===== src/rtl/rv_multicycle_core.sv =====
// rtl/rv_multicycle_core.sv - multi-cycle reduced RV32 core with req/ack instruction and data ports
module rv_multicycle_core #(
    parameter int                DW       = 32,
    parameter int                ADDR_W   = 32,
    parameter int                NREGS    = 32,
    parameter logic [ADDR_W-1:0] RESET_PC = '0
) (
    input  logic              clk,
    input  logic              rst,
    output logic              imem_req,
    output logic [ADDR_W-1:0] imem_addr,
    input  logic              imem_ack,
    input  logic [31:0]       imem_rdata,
    output logic              dmem_req,
    output logic              dmem_we,
    output logic [ADDR_W-1:0] dmem_addr,
    output logic [DW-1:0]     dmem_wdata,
    input  logic              dmem_ack,
    input  logic [DW-1:0]     dmem_rdata,
    output logic [DW-1:0]     a0out,
    output logic [ADDR_W-1:0] pc_out,
    output logic              retire,
    output logic              halted
);

    generate
        if (DW != 32) begin : g_bad_dw
            $error("rv_multicycle_core: DW must be 32");
        end
        if (ADDR_W > DW) begin : g_bad_aw
            $error("rv_multicycle_core: ADDR_W must not exceed DW");
        end
        if (NREGS != 16 && NREGS != 32) begin : g_bad_nregs
            $error("rv_multicycle_core: NREGS must be 16 or 32");
        end
        if (RESET_PC[1:0] != 2'b00) begin : g_bad_pc
            $error("rv_multicycle_core: RESET_PC must be word aligned");
        end
    endgenerate

    localparam int RW = (NREGS == 16) ? 4 : 5;

    typedef enum logic [2:0] {
        S_IDLE, S_FETCH, S_DECODE, S_EXEC, S_MEM, S_WB, S_HALT
    } state_t;

    state_t            state;
    logic [31:0]       instr;
    logic [DW-1:0]     regs [NREGS];
    logic [DW-1:0]     rs1v, rs2v, imm, res;
    logic [ADDR_W-1:0] pc, next_pc;

    logic [6:0] opcode, f7;
    logic [4:0] rd, rs1, rs2;
    logic [2:0] f3;

    assign opcode = instr[6:0];
    assign rd     = instr[11:7];
    assign f3     = instr[14:12];
    assign rs1    = instr[19:15];
    assign rs2    = instr[24:20];
    assign f7     = instr[31:25];

    logic is_r, is_addi, is_lw, is_sw, is_br, is_jal, is_lui;
    logic uses_rd, uses_rs1, uses_rs2, legal;
    logic [DW-1:0] imm_d, sum, alu_out;
    logic [ADDR_W-1:0] tgt, pc4;
    logic take, misalign;

    function automatic logic reg_ok(input logic [4:0] r);
        return (NREGS == 32) || !r[4];
    endfunction

    always_comb begin
        is_r    = (opcode == 7'b0110011) &&
                  ((f7 == 7'b0000000 && (f3 == 3'b000 || f3 == 3'b111 || f3 == 3'b110 || f3 == 3'b010)) ||
                   (f7 == 7'b0100000 && f3 == 3'b000));
        is_addi = (opcode == 7'b0010011) && (f3 == 3'b000);
        is_lw   = (opcode == 7'b0000011) && (f3 == 3'b010);
        is_sw   = (opcode == 7'b0100011) && (f3 == 3'b010);
        is_br   = (opcode == 7'b1100011) && (f3 == 3'b000 || f3 == 3'b001);
        is_jal  = (opcode == 7'b1101111);
        is_lui  = (opcode == 7'b0110111);

        uses_rd  = is_r | is_addi | is_lw | is_jal | is_lui;
        uses_rs1 = is_r | is_addi | is_lw | is_sw | is_br;
        uses_rs2 = is_r | is_sw | is_br;
        legal    = (is_r | is_addi | is_lw | is_sw | is_br | is_jal | is_lui) &&
                   !(uses_rd && !reg_ok(rd)) && !(uses_rs1 && !reg_ok(rs1)) && !(uses_rs2 && !reg_ok(rs2));

        if (is_sw)
            imm_d = {{20{instr[31]}}, instr[31:25], instr[11:7]};
        else if (is_br)
            imm_d = {{19{instr[31]}}, instr[31], instr[7], instr[30:25], instr[11:8], 1'b0};
        else if (is_jal)
            imm_d = {{11{instr[31]}}, instr[31], instr[19:12], instr[20], instr[30:21], 1'b0};
        else if (is_lui)
            imm_d = {instr[31:12], 12'b0};
        else
            imm_d = {{20{instr[31]}}, instr[31:20]};

        // EXEC-stage datapath works on operands captured in DECODE
        sum = rs1v + imm;
        tgt = pc + imm[ADDR_W-1:0];
        pc4 = pc + ADDR_W'(4);
        alu_out = sum;
        if (is_r) begin
            case ({f7[5], f3})
                4'b1000: alu_out = rs1v - rs2v;
                4'b0111: alu_out = rs1v & rs2v;
                4'b0110: alu_out = rs1v | rs2v;
                4'b0010: alu_out = {{(DW-1){1'b0}}, $signed(rs1v) < $signed(rs2v)};
                default: alu_out = rs1v + rs2v;
            endcase
        end else if (is_lui) begin
            alu_out = imm;
        end else if (is_jal) begin
            alu_out = DW'(pc4);
        end

        take     = is_jal | (is_br & ((rs1v == rs2v) ^ f3[0]));
        misalign = ((is_lw | is_sw) && sum[1:0] != 2'b00) || (take && tgt[1:0] != 2'b00);
    end

    assign imem_addr = pc;
    assign pc_out    = pc;
    assign a0out     = regs[10];

    always_ff @(posedge clk or negedge rst) begin
        if (!rst) begin
            state      <= S_IDLE;
            pc         <= RESET_PC;
            next_pc    <= RESET_PC;
            instr      <= '0;
            rs1v       <= '0;
            rs2v       <= '0;
            imm        <= '0;
            res        <= '0;
            imem_req   <= 1'b0;
            dmem_req   <= 1'b0;
            dmem_we    <= 1'b0;
            dmem_addr  <= '0;
            dmem_wdata <= '0;
            retire     <= 1'b0;
            halted     <= 1'b0;
            for (int i = 0; i < NREGS; i++) regs[i] <= '0;
        end else begin
            retire <= 1'b0;
            case (state)
                S_IDLE: begin
                    state    <= S_FETCH;
                    imem_req <= 1'b1;
                end
                S_FETCH: begin
                    if (imem_ack) begin
                        instr    <= imem_rdata;
                        imem_req <= 1'b0;
                        state    <= S_DECODE;
                    end
                end
                S_DECODE: begin
                    if (!legal) begin
                        state  <= S_HALT;
                        halted <= 1'b1;
                    end else begin
                        rs1v  <= regs[rs1[RW-1:0]];
                        rs2v  <= regs[rs2[RW-1:0]];
                        imm   <= imm_d;
                        state <= S_EXEC;
                    end
                end
                S_EXEC: begin
                    if (misalign) begin
                        state  <= S_HALT;
                        halted <= 1'b1;
                    end else if (is_lw | is_sw) begin
                        dmem_req   <= 1'b1;
                        dmem_we    <= is_sw;
                        dmem_addr  <= sum[ADDR_W-1:0];
                        dmem_wdata <= rs2v;
                        next_pc    <= pc4;
                        state      <= S_MEM;
                    end else begin
                        res     <= alu_out;
                        next_pc <= take ? tgt : pc4;
                        retire  <= 1'b1;
                        state   <= S_WB;
                    end
                end
                S_MEM: begin
                    if (dmem_ack) begin
                        dmem_req <= 1'b0;
                        dmem_we  <= 1'b0;
                        if (is_lw) res <= dmem_rdata;
                        retire   <= 1'b1;
                        state    <= S_WB;
                    end
                end
                S_WB: begin
                    if (uses_rd && rd != 5'd0) regs[rd[RW-1:0]] <= res;
                    pc       <= next_pc;
                    imem_req <= 1'b1;
                    state    <= S_FETCH;
                end
                S_HALT: begin
                    halted <= 1'b1;
                end
                default: begin
                    state  <= S_HALT;
                    halted <= 1'b1;
                end
            endcase
        end
    end

endmodule

===== config.mk =====
export PLATFORM = sky130hd
export DESIGN_NAME = rv_multicycle_core
export DESIGN_NICKNAME = d
export VERILOG_FILES = /design/src/rtl/rv_multicycle_core.sv
export SDC_FILE = /design/constraint.sdc
export NUM_CORES = 2
export LEC_CHECK = 0
export CAP_MARGIN = 20
export CORE_MARGIN = 2
export CORE_UTILIZATION = 60
export CTS_CLUSTER_DIAMETER = 100
export DETAILED_ROUTE_END_ITERATION = 8
export PLACE_DENSITY = 0.76
export SLEW_MARGIN = 20
export SYNTH_ARGS = -nofsm -noshare
export SYNTH_HDL_FRONTEND = slang
export SYNTH_SLANG_ARGS = --single-unit

===== constraint.sdc =====
create_clock -name clk -period 4.65 [get_ports clk]
set_clock_uncertainty 0.15 [all_clocks]
set_input_delay 1.1625 -clock clk [delete_from_list [all_inputs] [get_ports clk]]
set_output_delay 1.1625 -clock clk [all_outputs]
set_load 0.01 [all_outputs]

Word level (Yosys, flattened, before mapping) --
Cells that the tools add are included.
Operators by class: $add $sub $neg 5, magnitude comparators 5, eq/ne operators 31, muxes and demuxes 46, bitwise logic cells 20, reductions and logical operators 37
Operators with widths (number):
- bitwise mux 1024 bit | 1
- 2-to-1 mux 32 bit | 14
- binary-select mux 32 bit (select 5 bit) | 2
- demux 32 bit (select 5 bit) | 1
- case mux 32 bit (4 select lines) | 1
- 2-to-1 mux 31 bit | 4
- adder 32 bit | 3
- case mux 32 bit (2 select lines) | 1
- adder 32 x 3 -> 32 bit (second input constant) | 1
- bitwise AND 32 bit | 1
- == test 32 bit | 1
- < comparator 32 bit | 1
- OR 32 bit | 1
- subtractor 32 bit | 1
- == test 7 x 6 -> 1 bit (second input constant) | 4
- >= comparator 6 bit (second input constant) | 3
- inverter 5 -> 6 bit | 3
- case mux 3 bit (6 select lines) | 1
- inequality test 2 bit (second input constant) | 8
- == test 3 bit (second input constant) | 5
- == test 7 bit (second input constant) | 2
- 2-to-1 mux 1 bit | 12
- logical AND 1 bit | 11
- OR 1 bit | 10
- 26 further kinds | 52
Storage, ports and cells: flip-flop bits (word level) 1320, input bits 68, output and inout bits 165, word-level logic and storage cells 191

Logic depth before layout (Yosys ltp) --
depth after elaboration 15, depth in mapped cells 15, depth with buffers taken out 13

Least setup slack after synthesis --
Ideal clock, no wire load.
path kind flip-flop to flip-flop, start register rs1v[16], end register res[25], setup time 0.077 ns, data arrival time 3.471 ns, required time 4.423 ns, path slack 0.952 ns, stages on the path, launching flop included 15, path buffers 2, period minus slack after synthesis 3.698 ns, cells stage by stage dfrtp_1 inv_1 ha_1 buf_6 nor4_4 nand4_1 o311a_1 or3_4 a211oi_4 a21o_1 buf_4 mux2i_1 a2111oi_2 a2111o_1 a21oi_1
Between the ends: cells in the longest elaborated chain, start to end 8, elaborated cells on any way between the ends 18, those cells by class add/sub (3); eq/ne (2); mux (7); bitwise (3); reduce/logical (3)
Ends and longest elaborated chain:
- from (decl) | RTL line 50 | logic [DW-1:0] rs1v, rs2v, imm, res;
- from (signal assigned) | RTL line 166 | rs1v <= regs[rs1[RW-1:0]];
- parallel branches: the longest is 8 deep, another holds adder 32 bit
- to (signal assigned) | RTL line 184 | res <= alu_out;
- to (signal assigned) | RTL line 194 | if (is_lw) res <= dmem_rdata;
- to (decl) | RTL line 50
Parallel ways; which one is timed is not known. The select of a mux whose other input is x is not followed. A chain may end at the register's enable or synchronous reset.

Final worst setup path --
start register rs2v[0], end register res[24]
Between the ends: cells in the longest elaborated chain, start to end 8, elaborated cells on any way between the ends 15, those cells by class add/sub (2); eq/ne (2); mux (5); bitwise (3); reduce/logical (3)
Ends and longest elaborated chain:
- from (decl) | RTL line 50
- from (signal assigned) | RTL line 167 | rs2v <= regs[rs2[RW-1:0]];
- parallel branches: the longest is 8 deep, another holds adder 32 bit
Parallel ways; which one is timed is not known. The select of a mux whose other input is x is not followed.

==> results_dict.tcl <==
set metrics [dict create \
    die_area_mm2 0.128 \
    post-place-ws_ns 0.189 \
    core_area_mm2 0.124 \
    hpwlAfterDp_mm 167 \
    pwr-share-comb_pct 26.5 \
    worst_slack_ns 0.183 \
    cts_setup_buffers 0 \
    vias 53200 \
    cts_tree "built" \
    cp-end-kind "flip-flop" \
    clock.fmax_ghz 0.224 \
    vdd_ir_drop_max_v 0.000391 \
    clk_pin_slew_ns 0.06 \
    synth_cells 5692 \
    grt-ovfl-total 0 \
    slowest_stage "a2111oi_0" \
    critPathMaxStageDelay_ns 0.67 \
    r2r_slack_ns 0.18 \
    synth.distinct_cells 85 \
    grt_antenna_before_repair 15 \
    syn_area_per_cell_um2 13.2 \
    gp_congestion 1.06 \
    area_growth_syn_to_layout_pct 12.6 \
    cts_buffer_depth 3 \
    clk_latency_ns 0.81 \
    period_minus_slack_ns 4.47 \
    post_cts_resized 0 \
    drc 0 \
    leakage_nw 38.0 \
    cp_cell_sequence "ha_1 > inv_1 > fa_1 > nand2b_1 > a21o_1 > a21oi_1 > a31oi_1 > or3_1 > a31oi_1 > a2bb2oi_1 > a21oi_1 > a2111oi_0 > o31ai_1" \
    clkPwrFrac_pct 33.1 \
    startpoint "rs2v[0]" \
    routedWlPerCell_um 33.4 \
    critical_path_arrival_ns 4.95 \
    pwr_density_cell_mw_per_mm2 427 \
    first_iter_violations 6617 \
    drt_wl_total_mm 249 \
    syn_nets 5923 \
    finalSetupViolations 0 \
    r2r-start "rs2v[0]" \
    drt-pass1-iter-count 7 \
    crit_fanout 5 \
    grt_max_degree 110 \
    grt_pass1_wl_mm 365 \
    ys_warn_count 0 \
    r2r_end "res[24]" \
    ios 233 \
    synthFlopType "dfrtp_1" \
    ant_nets 0 \
    start_util_pct 60.5 \
    rsz0062_at_grt "false" \
    final.period_utilization_pct 96.1 \
    internal-power_mw 22.9 \
    p_seq_share_pct 40.4 \
    hold_class "in -> async" \
    synthesis.area_mm2 0.0749 \
    p_total_mw 36.1 \
    async_reset_ff_share_pct 100 \
    tightest_slew_ns 1.20 \
    rows 129 \
    path_class "reg -> reg" \
    finalHoldViolCount 0 \
    root_buffer "clkbuf_16" \
    viasPerCell 7.14 \
    start_kind "flip-flop" \
    switching_share_pct 36.6 \
    io_buffers 232 \
    die_w_um 357 \
    r2r.worst_path.cells 13 \
    synth_edf_count 0 \
    cap_viol_max_count 0 \
    cts_max_level 4 \
    drive_gt1_share_pct 38.1 \
    slew_headroom_pct 20.3 \
    grt_pass1_vias 53200 \
    fillers 8494 \
    grtUsageTotal_pct 39.5 \
    required_ns 5.14 \
    ys_ff_latch 1320 \
    status "finished clean" \
    die_y_um 357 \
    cts_inserted_buffers 143 \
    switchingPower_mw 13.2 \
    drv_slew 0 \
    tns_ns 0 \
    clkSinkCount 1320 \
    seq_area_frac_synth_pct 44.1 \
    layout.nets 5935 \
    cts_hold_buf 0 \
]
-- final cells by class --
class / instances / area, um^2 / share of cell area, %
multi-input combinational: 3663 / 39100 / 46.3
sequential: 1320 / 33100 / 39.2
timing repair buffer: 461 / 4810 / 5.70
clock buffer: 200 / 4130 / 4.89
tap: 1637 / 2050 / 2.43
clock inverter: 56 / 788 / 0.934
inverter: 115 / 432 / 0.512
antenna: 3 / 7.51 / 0.00890
-- kinds of logic (layout without fill, tap and decap cells) --
group	Yosys count	in the layout	synth area share, %
and+or+nand+nor	773	773	4.77
other	0	3	0
adders and majority gates	163	163	2.76
AOI/OAI and AO/OA	863	863	7.17
xor gates and xnor gates	92	92	1.08
buffers and inverters	709	832	3.99
DFF	1320	1320	44.1
muxes	1772	1772	36.1
-- Yosys cell counts (all sizes together) (7+ instances only) --
| master | instances | area, um^2 |
|---|---|---|
| nand3 | 44 | 220 |
| inv | 115 | 432 |
| a211o | 9 | 78.8 |
| o2111ai | 11 | 96.3 |
| nand2 | 337 | 1260 |
| dfrtp | 1320 | 33000 |
| mux4 | 640 | 14400 |
| xor2 | 39 | 342 |
| and2 | 13 | 83.8 |
| a21oi | 206 | 1030 |
| clkbuf | 418 | 1570 |
| o21a | 15 | 113 |
| buf | 176 | 988 |
| o221ai | 15 | 131 |
| mux2 | 1048 | 11800 |
| and4 | 7 | 61.3 |
| o31ai | 21 | 158 |
| mux2i | 84 | 841 |
| nand2b | 22 | 138 |
| nor3 | 41 | 205 |
| o211ai | 32 | 240 |
| or3 | 23 | 149 |
| nor3b | 8 | 65.1 |
| xnor2 | 53 | 464 |
| nor2b | 18 | 113 |
| a2111oi | 10 | 93.8 |
| nor2 | 169 | 634 |
| a31oi | 25 | 156 |
| o21bai | 18 | 135 |
| a21o | 51 | 383 |
| o22ai | 12 | 75.1 |
| a211oi | 33 | 273 |
| and3 | 29 | 181 |
| a221oi | 16 | 140 |
| o31a | 7 | 61.3 |
| a221o | 14 | 140 |
| nor4 | 15 | 121 |
| nand4 | 19 | 119 |
| o21ai | 311 | 1560 |
| ha | 159 | 1990 |
-- registers in the layout, summed over array words and instances (netlist names) --
signal,count
imem_addr,32
imm,32
rs1v,32
halted,1
imem_req,1
dmem_addr,32
state,3
instr,32
next_pc,32
dmem_req,1
regs,992
a0out,32
dmem_we,1
dmem_wdata,32
res,32
retire,1
rs2v,32
-- cells in the final DEF (no fill, tap or decap), drive strengths merged, types with 11 or more instances in the layout --
| cell type | Yosys | layout |
|---|---|---|
| xnor2 | 53 | 53 |
| a21oi | 206 | 206 |
| nand3 | 44 | 44 |
| a221oi | 16 | 16 |
| o22ai | 12 | 12 |
| xor2 | 39 | 39 |
| and2 | 13 | 13 |
| dfrtp | 1320 | 1320 |
| o21bai | 18 | 18 |
| o211ai | 32 | 32 |
| a221o | 14 | 14 |
| o21a | 15 | 15 |
| nand2 | 337 | 337 |
| buf | 176 | 230 |
| mux2 | 1048 | 1048 |
| nor4 | 15 | 15 |
| clkdlybuf4s50 | 0 | 231 |
| o221ai | 15 | 15 |
| mux2i | 84 | 84 |
| and3 | 29 | 29 |
| o21ai | 311 | 311 |
| inv | 115 | 122 |
| a211oi | 33 | 33 |
| nand4 | 19 | 19 |
| or3 | 23 | 23 |
| ha | 159 | 159 |
| bufinv | 0 | 12 |
| mux4 | 640 | 640 |
| nor3 | 41 | 41 |
| o2111ai | 11 | 11 |
| clkinv | 0 | 29 |
| a31oi | 25 | 25 |
| nor2 | 169 | 169 |
| o31ai | 21 | 21 |
| clkbuf | 418 | 200 |
| nand2b | 22 | 22 |
| nor2b | 18 | 18 |
| a21o | 51 | 51 |
-- through the flow --
| stage | cells | hold slack, ns | instance area (um^2) | utilization (%) |
|---|---|---|---|---|
| 4_1_cts | 7452 | 0.173 | 84400 | 68.1 |
| 2_1_floorplan | 5692 | 0.291 | 74900 | - |
| 5_1_grt | 7452 | 0.198 | 84400 | 68.1 |
| 3_3_place_gp | 7196 | 0.227 | 79400 | 64.2 |
| 6_report | 7455 | 0.163 | 84400 | 68.2 |
| 3_5_place_dp | 7196 | 0.234 | 79400 | 64.2 |
-- routing by layer --
layer	vias up	GRT usage, %	wire length [um]
li1	21500	-	-
met3	707	8.63	25800
met2	3115	58.7	112000
met4	8	19.3	13900
met5	-	0	50
met1	27900	55.8	97500
-- worst max path at each step --
stage / to / slack [ns] / depth (start not counted)
4_1_cts: res[27] / 0.16 / 13
2_1_floorplan: res[25] / 0.95 / 14
3_3_place_gp: res[27] / 0.32 / 13
6_report: res[24] / 0.18 / 13
5_1_grt: res[24] / 0.07 / 13
3_5_place_dp: res[27] / 0.19 / 13
-- worst max-delay path, delay by kind of cell (launching register included) --
| family | cells | cell delay (ns) |
|---|---|---|
| DFF | 1 | 0.44 |
| adders and majority gates | 2 | 0.66 |
| and+or+nand+nor | 2 | 0.71 |
| buffers and inverters | 1 | 0.07 |
| AOI/OAI and AO/OA | 8 | 2.24 |
-- power groups by stage --
stage	registers [mW]	clock network [mW]	logic, mW
after detailed placement	14.6	0	9.44
after global routing	14.6	12.5	9.97
after CTS	14.4	12.0	9.46
after floorplan	12.5	0	7.24
final	14.6	11.9	9.54
after global placement	14.6	0	9.40
(Power assumes the default switching activity.)
